===== src/rtl/db_pkg.sv =====
// Shared types for the debug access sequencer: FSM states, decoded commands
// and memory access size encodings.
package db_pkg;

    typedef enum logic [1:0] {
        ST_IDLE        = 2'd0,
        ST_HALT_WAIT   = 2'd1,
        ST_ACCESS      = 2'd2,
        ST_RESET_PULSE = 2'd3
    } state_t;

    typedef enum logic [2:0] {
        CMD_NONE   = 3'd0,
        CMD_RESET  = 3'd1,
        CMD_MEM_WR = 3'd2,
        CMD_REG_WR = 3'd3,
        CMD_MEM_RD = 3'd4,
        CMD_REG_RD = 3'd5,
        CMD_PAUSE  = 3'd6,
        CMD_RESUME = 3'd7
    } cmd_t;

    localparam logic [1:0] SIZE_BYTE    = 2'd0;
    localparam logic [1:0] SIZE_HALF    = 2'd1;
    localparam logic [1:0] SIZE_WORD    = 2'd2;
    localparam logic [1:0] SIZE_INVALID = 2'd3;

    // Several flags may be set at once; the most disruptive command wins.
    function automatic cmd_t decode_cmd(input logic f_reset, input logic f_mem_wr,
                                        input logic f_reg_wr, input logic f_mem_rd,
                                        input logic f_reg_rd, input logic f_pause,
                                        input logic f_resume);
        cmd_t c;
        if (f_reset)       c = CMD_RESET;
        else if (f_mem_wr) c = CMD_MEM_WR;
        else if (f_reg_wr) c = CMD_REG_WR;
        else if (f_mem_rd) c = CMD_MEM_RD;
        else if (f_reg_rd) c = CMD_REG_RD;
        else if (f_pause)  c = CMD_PAUSE;
        else if (f_resume) c = CMD_RESUME;
        else               c = CMD_NONE;
        return c;
    endfunction

    function automatic logic mem_access_ok(input logic [1:0] size, input logic [1:0] addr_lo);
        logic ok;
        case (size)
            SIZE_BYTE: ok = 1'b1;
            SIZE_HALF: ok = ~addr_lo[0];
            SIZE_WORD: ok = (addr_lo == 2'b00);
            default:   ok = 1'b0;
        endcase
        return ok;
    endfunction

endpackage


===== src/rtl/db_timeout_counter.sv =====
// Cycle counter bounding how long the sequencer waits on the MCU.
// o_expired flags the LIMIT-th enabled cycle since the last clear.
module db_timeout_counter #(
    parameter int unsigned LIMIT = 1024
) (
    input  logic clk,
    input  logic rst,
    input  logic i_clear,
    input  logic i_enable,
    output logic o_expired
);

    localparam int W = $clog2(LIMIT + 1);
    localparam logic [W-1:0] LAST = W'(LIMIT - 1);

    logic [W-1:0] r_count;

    always_ff @(posedge clk or posedge rst) begin
        if (rst) begin
            r_count <= '0;
        end else if (i_clear) begin
            r_count <= '0;
        end else if (i_enable && !o_expired) begin
            r_count <= r_count + W'(1);
        end
    end

    assign o_expired = i_enable && !i_clear && (r_count == LAST);

endmodule


===== src/rtl/db_access_sequencer.sv =====
// Turns debug_controller commands into halt / access / reset sequences on the
// MCU side, with validation, a bounded wait and a sticky per-command error.
module db_access_sequencer
    import db_pkg::*;
#(
    parameter int unsigned TIMEOUT_CYCLES = 1024,
    parameter int unsigned RF_SIZE        = 32
) (
    input  logic        clk,
    input  logic        rst,
    input  logic        cmd_valid,
    input  logic        cmd_pause,
    input  logic        cmd_resume,
    input  logic        cmd_reset,
    input  logic        cmd_reg_rd,
    input  logic        cmd_reg_wr,
    input  logic        cmd_mem_rd,
    input  logic        cmd_mem_wr,
    input  logic [1:0]  cmd_mem_size,
    input  logic [31:0] cmd_addr,
    input  logic [31:0] cmd_d_in,
    output logic        busy,
    output logic [31:0] rsp_d_rd,
    output logic        rsp_error,
    output logic        paused,
    output logic        mcu_halt,
    input  logic        mcu_halted,
    output logic        mcu_rst,
    output logic        acc_req,
    output logic        acc_we,
    output logic        acc_is_mem,
    output logic [1:0]  acc_size,
    output logic [31:0] acc_addr,
    output logic [31:0] acc_wdata,
    input  logic        acc_ack,
    input  logic [31:0] acc_rdata,
    output logic [1:0]  dbg_state
);

    localparam logic [31:0] RF_LIMIT = 32'(RF_SIZE);

    state_t      r_state;
    cmd_t        r_cmd;
    logic [31:0] r_addr;
    logic [31:0] r_d_in;
    logic [1:0]  r_size;
    logic        r_paused;
    logic        r_mcu_halt;
    logic        r_mcu_rst;
    logic        r_rsp_error;
    logic [31:0] r_rsp_d_rd;
    logic        r_acc_req;
    logic        r_acc_we;
    logic        r_acc_is_mem;
    logic [1:0]  r_acc_size;
    logic [31:0] r_acc_addr;
    logic [31:0] r_acc_wdata;

    cmd_t        w_cmd;
    logic        w_cmd_is_mem;
    logic        w_cmd_ok;
    cmd_t        w_ld_cmd;
    logic [31:0] w_ld_addr;
    logic [31:0] w_ld_data;
    logic [1:0]  w_ld_size;
    logic        w_ld_we;
    logic        w_ld_is_mem;
    logic        w_cnt_clear;
    logic        w_cnt_en;
    logic        w_expired;

    assign w_cmd = decode_cmd(cmd_reset, cmd_mem_wr, cmd_reg_wr, cmd_mem_rd,
                              cmd_reg_rd, cmd_pause, cmd_resume);
    assign w_cmd_is_mem = (w_cmd == CMD_MEM_WR) || (w_cmd == CMD_MEM_RD);
    assign w_cmd_ok     = w_cmd_is_mem ? mem_access_ok(cmd_mem_size, cmd_addr[1:0])
                                       : (cmd_addr < RF_LIMIT);

    // ACCESS is entered either straight from IDLE (MCU already halted) or from
    // HALT_WAIT, so the access fields come from the live command or the latch.
    assign w_ld_cmd    = (r_state == ST_IDLE) ? w_cmd        : r_cmd;
    assign w_ld_addr   = (r_state == ST_IDLE) ? cmd_addr     : r_addr;
    assign w_ld_data   = (r_state == ST_IDLE) ? cmd_d_in     : r_d_in;
    assign w_ld_size   = (r_state == ST_IDLE) ? cmd_mem_size : r_size;
    assign w_ld_we     = (w_ld_cmd == CMD_MEM_WR) || (w_ld_cmd == CMD_REG_WR);
    assign w_ld_is_mem = (w_ld_cmd == CMD_MEM_WR) || (w_ld_cmd == CMD_MEM_RD);

    assign w_cnt_clear = (r_state == ST_IDLE) || ((r_state == ST_HALT_WAIT) && mcu_halted);
    assign w_cnt_en    = (r_state == ST_HALT_WAIT) || (r_state == ST_ACCESS);

    db_timeout_counter #(.LIMIT(TIMEOUT_CYCLES)) u_timeout (
        .clk       (clk),
        .rst       (rst),
        .i_clear   (w_cnt_clear),
        .i_enable  (w_cnt_en),
        .o_expired (w_expired)
    );

    always_ff @(posedge clk or posedge rst) begin
        if (rst) begin
            r_state      <= ST_IDLE;
            r_cmd        <= CMD_NONE;
            r_addr       <= '0;
            r_d_in       <= '0;
            r_size       <= '0;
            r_paused     <= 1'b0;
            r_mcu_halt   <= 1'b0;
            r_mcu_rst    <= 1'b0;
            r_rsp_error  <= 1'b0;
            r_rsp_d_rd   <= '0;
            r_acc_req    <= 1'b0;
            r_acc_we     <= 1'b0;
            r_acc_is_mem <= 1'b0;
            r_acc_size   <= '0;
            r_acc_addr   <= '0;
            r_acc_wdata  <= '0;
        end else begin
            r_mcu_rst <= 1'b0;
            case (r_state)
                ST_IDLE: begin
                    if (cmd_valid) begin
                        r_cmd       <= w_cmd;
                        r_addr      <= cmd_addr;
                        r_d_in      <= cmd_d_in;
                        r_size      <= cmd_mem_size;
                        r_rsp_error <= 1'b0;
                        case (w_cmd)
                            CMD_RESET: begin
                                r_mcu_rst  <= 1'b1;
                                r_paused   <= 1'b0;
                                r_mcu_halt <= 1'b0;
                                r_state    <= ST_RESET_PULSE;
                            end
                            CMD_PAUSE: begin
                                r_paused   <= 1'b1;
                                r_mcu_halt <= 1'b1;
                                r_state    <= ST_HALT_WAIT;
                            end
                            CMD_RESUME: begin
                                r_paused   <= 1'b0;
                                r_mcu_halt <= 1'b0;
                            end
                            CMD_MEM_WR, CMD_REG_WR, CMD_MEM_RD, CMD_REG_RD: begin
                                if (!w_cmd_ok) begin
                                    r_rsp_error <= 1'b1;
                                end else if (!((w_cmd == CMD_REG_WR) && (cmd_addr == 32'd0))) begin
                                    r_mcu_halt <= 1'b1;
                                    if (mcu_halted) begin
                                        r_state      <= ST_ACCESS;
                                        r_acc_req    <= 1'b1;
                                        r_acc_we     <= w_ld_we;
                                        r_acc_is_mem <= w_ld_is_mem;
                                        r_acc_size   <= w_ld_is_mem ? w_ld_size : SIZE_WORD;
                                        r_acc_addr   <= w_ld_addr;
                                        r_acc_wdata  <= w_ld_data;
                                    end else begin
                                        r_state <= ST_HALT_WAIT;
                                    end
                                end
                            end
                            default: ;
                        endcase
                    end
                end
                ST_HALT_WAIT: begin
                    if (mcu_halted) begin
                        if (r_cmd == CMD_PAUSE) begin
                            r_state <= ST_IDLE;
                        end else begin
                            r_state      <= ST_ACCESS;
                            r_acc_req    <= 1'b1;
                            r_acc_we     <= w_ld_we;
                            r_acc_is_mem <= w_ld_is_mem;
                            r_acc_size   <= w_ld_is_mem ? w_ld_size : SIZE_WORD;
                            r_acc_addr   <= w_ld_addr;
                            r_acc_wdata  <= w_ld_data;
                        end
                    end else if (w_expired) begin
                        r_rsp_error <= 1'b1;
                        r_mcu_halt  <= r_paused;
                        r_state     <= ST_IDLE;
                    end
                end
                ST_ACCESS: begin
                    if (acc_ack) begin
                        r_acc_req  <= 1'b0;
                        r_mcu_halt <= r_paused;
                        r_state    <= ST_IDLE;
                        if (!r_acc_we) begin
                            r_rsp_d_rd <= acc_rdata;
                        end
                    end else if (w_expired) begin
                        r_rsp_error <= 1'b1;
                        r_acc_req   <= 1'b0;
                        r_mcu_halt  <= r_paused;
                        r_state     <= ST_IDLE;
                    end
                end
                ST_RESET_PULSE: begin
                    r_state <= ST_IDLE;
                end
                default: r_state <= ST_IDLE;
            endcase
        end
    end

    assign busy       = cmd_valid || (r_state != ST_IDLE);
    assign rsp_d_rd   = r_rsp_d_rd;
    assign rsp_error  = r_rsp_error;
    assign paused     = r_paused;
    assign mcu_halt   = r_mcu_halt;
    assign mcu_rst    = r_mcu_rst;
    assign acc_req    = r_acc_req;
    assign acc_we     = r_acc_we;
    assign acc_is_mem = r_acc_is_mem;
    assign acc_size   = r_acc_size;
    assign acc_addr   = r_acc_addr;
    assign acc_wdata  = r_acc_wdata;
    assign dbg_state  = r_state;

endmodule


===== config.mk =====
export PLATFORM = sky130hd
export DESIGN_NAME = db_access_sequencer
export DESIGN_NICKNAME = d
export VERILOG_FILES = /design/src/rtl/db_pkg.sv /design/src/rtl/db_timeout_counter.sv /design/src/rtl/db_access_sequencer.sv
export SDC_FILE = /design/constraint.sdc
export NUM_CORES = 1
export LEC_CHECK = 0
export ABC_AREA = 1
export ABC_CLOCK_PERIOD_IN_PS = 7900
export CAP_MARGIN = 20
export CORE_MARGIN = 3
export CORE_UTILIZATION = 36
export DETAILED_ROUTE_END_ITERATION = 12
export SYNTH_ARGS = -nofsm -noshare
export SYNTH_HDL_FRONTEND = slang
export SYNTH_SLANG_ARGS = --single-unit

===== constraint.sdc =====
create_clock -name clk -period 7.9 [get_ports clk]
set_input_delay 1.58 -clock clk [delete_from_list [all_inputs] [get_ports clk]]
set_output_delay 1.58 -clock clk [all_outputs]
set_load 0.05 [all_outputs]

# Yosys cells after proc, flatten, opt, wreduce, memory -nomap -nowiden
# Cells that the tools add are included.
word_totals:
  regBits: 187
  inputBits: 110
  output_inout_bits: 108
  word_cells: 179
op_classes:
  n_addsub: 1
  magnitude_cmp: 1
  n_eq_ne: 31
  mux: 95
  n_bitwise: 2
  reduce_logical: 32
op_table:
  columns: ["op", "count"]
  rows:
  - ["32-bit 2-to-1 mux", 16]
  - ["32-bit one-hot mux with 2 select lines", 2]
  - ["1-bit 2-to-1 mux", 39]
  - ["2-bit 2-to-1 mux", 17]
  - ["32-bit zero test", 1]
  - ["32-bit by 6-bit less-than comparator with 1-bit output (second input constant)", 1]
  - ["3-bit 2-to-1 mux", 8]
  - ["11-bit 2-to-1 mux", 2]
  - ["3-bit equality test (second input constant)", 6]
  - ["2-bit inequality test (second input constant)", 8]
  - ["1-bit one-hot mux with 3 select lines", 5]
  - ["3-bit by 2-bit equality test with 1-bit output (second input constant)", 4]
  - ["11-bit by 1-bit adder with 11-bit output (second input constant)", 1]
  - ["11-bit by 10-bit equality test with 1-bit output (second input constant)", 1]
  - ["9-bit AND reduction", 1]
  - ["2-bit one-hot mux with 4 select lines", 1]
  - ["4-bit AND reduction", 2]
  - ["8-bit AND reduction", 1]
  - ["2-bit nonzero test", 4]
  - ["2-bit equality test (second input constant)", 3]
  - ["2-bit zero test", 3]
  - ["1-bit logical OR", 6]
  - ["3-bit inequality test (second input constant)", 2]
  - ["1-bit one-hot mux with 2 select lines", 3]
  - ["17 further kinds", 25]

# Depth between registers and ports, before layout
# Gate-level depths: netlist (run 1).
depth:
  ltp_word: 17
  mapped_depth: 17
  mapped_depth_nobuf: 15

# Modules after synthesis
# A second synthesis (run 1) with hierarchy kept.
hier_totals:
  hier_cells: 1093
  hier_area_um2: 8924.8
modules_own_cells:
  columns: ["module", "n_inst", "cells_each", "area_each_um2"]
  rows:
  - ["db_access_sequencer", 1, 981, 8162.8]
  - ["db_timeout_counter", 1, 112, 762.0]

# Worst setup path after synthesis (run 1)
# No wires, ideal clock.
synth_path:
  path_kind: "input -> output"
  startpoint: "in cmd_valid"
  endpoint: "out busy"
  arrival_ps: 2009
  required_time_ps: 6320
  slack_ps: 4311
  path_stages: 2
  cell_sequence: "nor2_1 -> inv_1"
synth_via:
  elab_chain_len: 1
synth_rtl:
  columns: ["element", "line", "rtl"]
  rows:
  - ["start, declared", "db_access_sequencer.sv:11", "input logic cmd_valid,"]
  - ["1-bit logical OR", "db_access_sequencer.sv:206", "assign busy = cmd_valid || (r_state != ST_IDLE);"]
  - ["end, declared", "db_access_sequencer.sv:22", "output logic busy,"]
# Every way passes these cells.

# Worst setup path in the final report (run 1)
# Same ends and word-level chain as after synthesis.

==> results.sh, run 1 <==
export IMPL_status="complete, no violations"
export IMPL_netlist_area_um2=8736
export IMPL_antenna_found_initial=0
export IMPL_crit_path_end_kind="output pin"
export IMPL_path_delay_family="buffers and inverters"
export IMPL_ff_latch_area_um2=4679
export IMPL_filler_cell_count=2327
export IMPL_final_util_pct=49.34
export IMPL_rows=56
export IMPL_start_kind="primary input"
export IMPL_rsz0062_at_grt="false"
export IMPL_grt_pass1_wl_mm=38.10
export IMPL_cpMostUsedCell="clkdlybuf4s50_1"
export IMPL_fin_nets=1361
export IMPL_synth_xor_area_share_pct=0.5013
export IMPL_io_pins=218
export IMPL_pre_cts_slack_ns=3.123
export IMPL_ys_warn_count=0
export IMPL_worst_pin_slew_ns=1.036
export IMPL_die_h_um=161.8
export IMPL_met3_usage_pct=4.081
export IMPL_holdWs_ns=0.4703
export IMPL_placed_cell_area_um2=11090
export IMPL_syn_to_final_growth_pct=33.76
export IMPL_drtIter0Drc=456
export IMPL_synth_compound_area_share_pct=9.439
export IMPL_fin_cells=1578
export IMPL_final_cell_area_um2=11690
export IMPL_vdd_ir_drop_max_v=0.0004737
export IMPL_htreeDepth=4
export IMPL_finalPower_mw=5.043
export IMPL_via_count=7510
export IMPL_place_congestion=0.8256
export IMPL_grt_pass1_vias=7024
export IMPL_final_common_cell="nand2_1"
export IMPL_fmax_mhz=213.2
export IMPL_final_cell_mix="nand2_1 (343), clkdlybuf4s50_1 (217), dfrtp_1 (187)"
export IMPL_yosysTopAreaCellShare_pct=53.57
export IMPL_worstSetupPathType="primary input to output pin"
export IMPL_wire_per_inst_um=15.09
export IMPL_post_route_period_util_pct=59.38
export IMPL_max_stage_delay_ns=0.71
export IMPL_route_antenna_remaining_nets=0
export IMPL_cp_max_fo=4
export IMPL_wirelength_mm=23.82
export IMPL_syn_nets=1175
export IMPL_synth_top_family_by_area="simple AND/OR/NAND/NOR gates"
export IMPL_clock_path_buffers=2
export IMPL_p_per_area_nw_per_um2=431.5
export IMPL_cap_violations=0
export IMPL_die_w_um=161.8
export IMPL_antenna_diode_count=0
export IMPL_hold_buffers=0
export IMPL_hpwl_mm=15.91
export IMPL_clock_root_buffer="clkbuf_16"
export IMPL_synth_fa_ha_area_share_pct=0.7161
export IMPL_overflow=0
export IMPL_relSlewSlack_pct=30.91
export IMPL_drt_pass1_iterations=4
export IMPL_crit_required_ns=6.32
export IMPL_die_area_um2=26170
export IMPL_clock_sinks=187
export IMPL_cp_num_buf_inv=3
export IMPL_synth_area_leaders="dfrtp_1 (54%), nand2_1 (15%), o21ai_0 (8.6%), nand3_1 (5.3%), inv_1 (4.4%)"
export IMPL_synth_seq_cells=187
export IMPL_hold_viol=0
export IMPL_cts_setup_buffers=0
export IMPL_cts_tree="built"
export IMPL_ys_seq_area_share_pct=53.57
export IMPL_finalMaxSlewViolations=0
export IMPL_multiInputGateArea_um2=3381
export IMPL_core_area_um2=23680
export IMPL_post_cts_resized=0
export IMPL_cts_buffers=17
export IMPL_synthSimpleGateAreaFrac_pct=23.80
export IMPL_avgSynthCellArea_um2=8.241
export IMPL_met1_usage_pct=24.93
export IMPL_path_cells="clkdlybuf4s50_1 -> nor2_1 -> inv_1 -> clkdlybuf4s50_1"
export IMPL_fin_ws_ns=3.209
export IMPL_dp_cells=1545
export IMPL_clk_pin_slew_worst_paths_ns=0.07
export IMPL_cp_data_arrival_time_ns=3.11
export IMPL_drc_errors=0
export IMPL_finClkSkew_ns=0.01315
export IMPL_yosysTopAreaCell="dfrtp_1"
export IMPL_grt_max_degree=118
export IMPL_start_util_pct=36.89
export IMPL_slowest_stage="clkdlybuf4s50_1"
export IMPL_clkLatencyLatePin_ns=0.43
export IMPL_hold_path_class="flip-flop to flip-flop"
export IMPL_p_leak_nw=5.565
export IMPL_tns_ns=0
export IMPL_yosysUniqueCellTypes=32
export IMPL_port_buffer_count=217
export IMPL_synth_mux_area_fraction_pct=4.125
export IMPL_grt_usage_pct=18.12
export IMPL_avgViaCountPerCell=4.759
export IMPL_finalSetupViolations=0
export IMPL_drive_gt1_share_pct=6.672
export IMPL_finalCriticalPeriod_ns=4.691
export IMPL_synthCells=1060
export IMPL_top_usage_layer="met2"
export IMPL_use_met2_pct=29.16
[routing by layer]
layer | routed length (µm) | part of all wire [%]
met4 | 282 | 1.2
met5 | 0 | 0
met2 | 10980 | 46
met3 | 1400 | 5.9
met1 | 11150 | 47
[path summary, 6_finish.rpt]
kind                                 end         start  slack [ns]  cells after the start
setup / recovery                    busy     cmd_valid        3.21                      4
hold / removal               acc_addr[7]   acc_addr[7]        0.47                      2
setup reg to reg           acc_wdata[17]  dbg_state[1]        3.86                     14
hold reg to reg              acc_addr[7]   acc_addr[7]        0.47                      2
max in group asynchronous     r_addr[11]           rst        4.77                      3
min in group asynchronous   rsp_d_rd[18]           rst        1.66                      2
[sequential cells by signal (all words and copies together) (netlist names)]
register and flops:
acc_addr 32, acc_wdata 32, r_addr 32, r_d_in 32, rsp_d_rd 32, u_timeout.r_count 11, r_cmd 3, acc_size 2
dbg_state 2, r_size 2, acc_is_mem 1, acc_req 1, acc_we 1, mcu_halt 1, mcu_rst 1, paused 1
rsp_error 1
[synthesized netlist by cell type (all sizes together)]
cell type  count
nand2        347
dfrtp        187
o21ai        150
inv          110
nand3         95
nor2          44
mux2          32
buf           30
clkbuf        26
nand4          7
a21oi          6
nor3           6
ha             5
xor2           4
o31ai          3
a31oi          1
nand3b         1
nor3b          1
nor4           1
o211ai         1
o21a           1
or2            1
xnor2          1
[cells by family (layout without fill, tap and decap cells)]
group | count (synthesis) | count (layout)
AO/OA/AOI/OAI | 162 | 162
adder cells (fa/ha/maj) | 5 | 5
multiplexers | 32 | 32
AND/OR/NAND/NOR | 503 | 503
flip-flops | 187 | 187
XOR/XNOR | 5 | 5
buffers and inverters | 166 | 365
[worst reg2reg max path, cell delays in order (launching register included)]
cell	delay, ns
dfrtp_1	0.45
inv_1	0.13
ha_2	0.83
inv_2	0.11
buf_4	0.43
nor2_1	0.28
nand3_1	0.09
nor3_1	0.20
nand2_1	0.17
nand3_1	0.15
nor2_4	0.05
nand2_2	0.25
buf_4	0.60
nand2_1	0.13
nand2_1	0.09
[power by group]
part	total (mW)	switching [mW]	internal (mW)
registers	1.59	0.222	1.37
logic	2.61	1.77	0.845
clock network	0.836	0.409	0.427
total	5.04	2.40	2.64
[area by class of cell]
cell class	instances	share of cell area [%]
Sequential cell	187	40.05
Multi-Input combinational cell	707	28.93
Timing Repair Buffer	223	19.15
Clock buffer	19	3.791
Inverter	110	3.598
Tap cell	319	3.416
Clock inverter	13	1.071
(Power assumes the default switching activity.)
==> run 2, diff against run 1 <==
Settings changed: ABC_CLOCK_PERIOD_IN_PS 7900 to 4800.
Clock period 7.9 ns to 4.8 ns, I/O delays scaled along.
==> run 2 against run 1 <==
  * Critical path depth stayed put
  * Clock power up 65%
  * Combinational power increased by 66%
  * Die area did not move
  * Clock-buffer cell count unchanged
  * Global-route usage grew 0.71 points
  * Sequential share of layout area decreased by 0.20 points
  * Sequential power rose by 65%
==> results.sh, run 2 (synthesis results as in run 1) <==
export IMPL_status="complete, no violations"
export IMPL_clock_sinks=187
export IMPL_finalSetupViolations=0
export IMPL_finalPower_mw=8.313
export IMPL_p_sw_share_pct=47.61
export IMPL_crit_cells=4
export IMPL_start_util_pct=36.89
export IMPL_post_route_period_util_pct=73.84
export IMPL_path_cells="clkdlybuf4s50_1 -> nor2_1 -> inv_1 -> clkdlybuf4s50_1"
export IMPL_top_layer="met5"
export IMPL_post_cts_resized=0
export IMPL_p_sw_mw=3.958
export IMPL_via_count=7550
export IMPL_filler_cell_count=2362
export IMPL_io_pins=218
export IMPL_reg2reg_slack_ns=1.94
export IMPL_fin_nets=1366
export IMPL_rr_startpoint="dbg_state[0]"
export IMPL_grt_pass1_vias=7327
export IMPL_p_seq_share_pct=31.5
export IMPL_max_stage_delay_ns=0.72
export IMPL_grt_max_degree=104
export IMPL_cts_tree="built"
export IMPL_drtIter0Drc=445
export IMPL_drive_gt1_share_pct=7.041
export IMPL_syn_to_final_growth_pct=34.45
export IMPL_worstSetupPathType="primary input to output pin"
export IMPL_overflow=0
export IMPL_clk_pin_slew_worst_paths_ns=0.07
export IMPL_wirelength_mm=24.09
export IMPL_path_delay_family="buffers and inverters"
export IMPL_wl_met2_mm=11.05
export IMPL_grt_pass1_wl_mm=39.78
export IMPL_cpMostUsedCell="clkdlybuf4s50_1"
export IMPL_die_area_um2=26170
export IMPL_r2r_end="acc_addr[2]"
export IMPL_wire_per_inst_um=15.22
export IMPL_p_clk_share_pct=16.5
export IMPL_hp_start="acc_addr[27]"
export IMPL_min_to="acc_addr[27]"
export IMPL_cap_violations=0
export IMPL_die_h_um=161.8
export IMPL_finalMaxSlewViolations=0
export IMPL_hpwl_mm=16.25
export IMPL_rows=56
export IMPL_met1_length_mm=11.17
export IMPL_fmax_mhz=282.1
export IMPL_final_cell_mix="nand2_1 (343), clkdlybuf4s50_1 (217), dfrtp_1 (187)"
export IMPL_p_per_area_nw_per_um2=707.8
export IMPL_place_congestion=0.8538
export IMPL_p_leak_nw=5.581
export IMPL_crit_path_end_kind="output pin"
export IMPL_grt_usage_pct=18.83
export IMPL_port_buffer_count=217
export IMPL_finalCriticalPeriod_ns=3.544
export IMPL_drt_pass1_iterations=5
export IMPL_hold_viol=0
export IMPL_relSlewSlack_pct=37.07
export IMPL_worst_pin_slew_ns=0.9440
export IMPL_start_kind="primary input"
export IMPL_drc_errors=0
export IMPL_die_w_um=161.8
export IMPL_cts_buffers=17
export IMPL_avgViaCountPerCell=4.769
export IMPL_clock_path_buffers=2
export IMPL_hold_path_class="flip-flop to flip-flop"
export IMPL_p_comb_share_pct=52.0
export IMPL_cp_max_fo=4
export IMPL_clkLatencyLatePin_ns=0.43
export IMPL_finClkSkew_ns=0.01341
export IMPL_crit_required_ns=3.84
export IMPL_htreeDepth=4
export IMPL_cp_data_arrival_time_ns=2.58
export IMPL_met3WireLength_mm=1.576
export IMPL_clock_root_buffer="clkbuf_16"
export IMPL_tns_ns=0
export IMPL_slowest_stage="clkdlybuf4s50_1"
export IMPL_rsz0062_at_grt="false"
export IMPL_whs_path_depth=2
export IMPL_cp_num_buf_inv=3
export IMPL_antenna_diode_count=0
export IMPL_vdd_ir_drop_max_v=0.0002989
export IMPL_route_antenna_remaining_nets=0
export IMPL_p_int_mw=4.355
export IMPL_antenna_found_initial=1
export IMPL_final_common_cell="nand2_1"
export IMPL_hold_buffers=0
export IMPL_core_area_um2=23680
export IMPL_cts_setup_buffers=0
export IMPL_r2r_cells=9
run 2: cell count changes in the layout (fill, tap and decap cells not counted):
cell	delta
buf_12	+2
buf_4	+3
clkinv_4	-4
clkinv_8	+1
clkinvlp_4	+4
inv_6	+1
inv_8	-2
run 2: worst max-delay path by stage:
stage	start	end
after floorplan	rst	acc_addr[0]
after global placement	cmd_resume	acc_addr[4]
after detailed placement	cmd_pause	acc_wdata[28]
after CTS	cmd_valid	busy
after global routing	cmd_resume	acc_addr[2]
final	cmd_valid	busy
run 2: power groups by stage:
stage                     clock network, mW  registers [mW]  logic [mW]
after detailed placement                  0            2.65        4.35
after global placement                    0            2.63        4.32
after floorplan                           0            3.95        1.64
final                                  1.38            2.62        4.32
after CTS                              1.42            2.62        4.36
after global routing                   1.50            2.71        4.73
run 2: stage by stage:
| step | std cells | utilization (%) | instance area, µm² | hold WS [ns] | setup slack [ns] |
|---|---|---|---|---|---|
| final | 1583 | 49.59 | 11750 | 0.4694 | 1.256 |
| after global routing | 1583 | 49.59 | 11750 | 0.4948 | 1.218 |
| after CTS | 1582 | 49.48 | 11720 | 0.4750 | 1.271 |
| after detailed placement | 1550 | 47.07 | 11150 | 0.4579 | 1.114 |
| after global placement | 1550 | 47.07 | 11150 | 0.4541 | 1.130 |
| after floorplan | 1060 | - | 8740 | 0.4478 | 1.434 |
run 2: worst min-delay path: stages (launching register included):
cell     delay, ns
dfrtp_1       0.34
nand2_1       0.05
nand2_1       0.04
run 2: final cells by class:
| cell class | count | area [µm²] | area share [%] |
|---|---|---|---|
| Sequential cell | 187 | 4679 | 39.84 |
| Timing Repair Buffer | 228 | 2300 | 19.58 |
| Tap cell | 319 | 399.1 | 3.398 |
| Inverter | 110 | 416.7 | 3.547 |
| Clock inverter | 13 | 126.4 | 1.076 |
| Multi-Input combinational cell | 707 | 3381 | 28.78 |
| Clock buffer | 19 | 442.9 | 3.771 |
run 2: layer usage:
layer,track usage (%),vias up
li1,-,3760
met5,0,-
met2,29.67,231
met4,4.382,2
met1,26.42,3535
met3,4.540,22
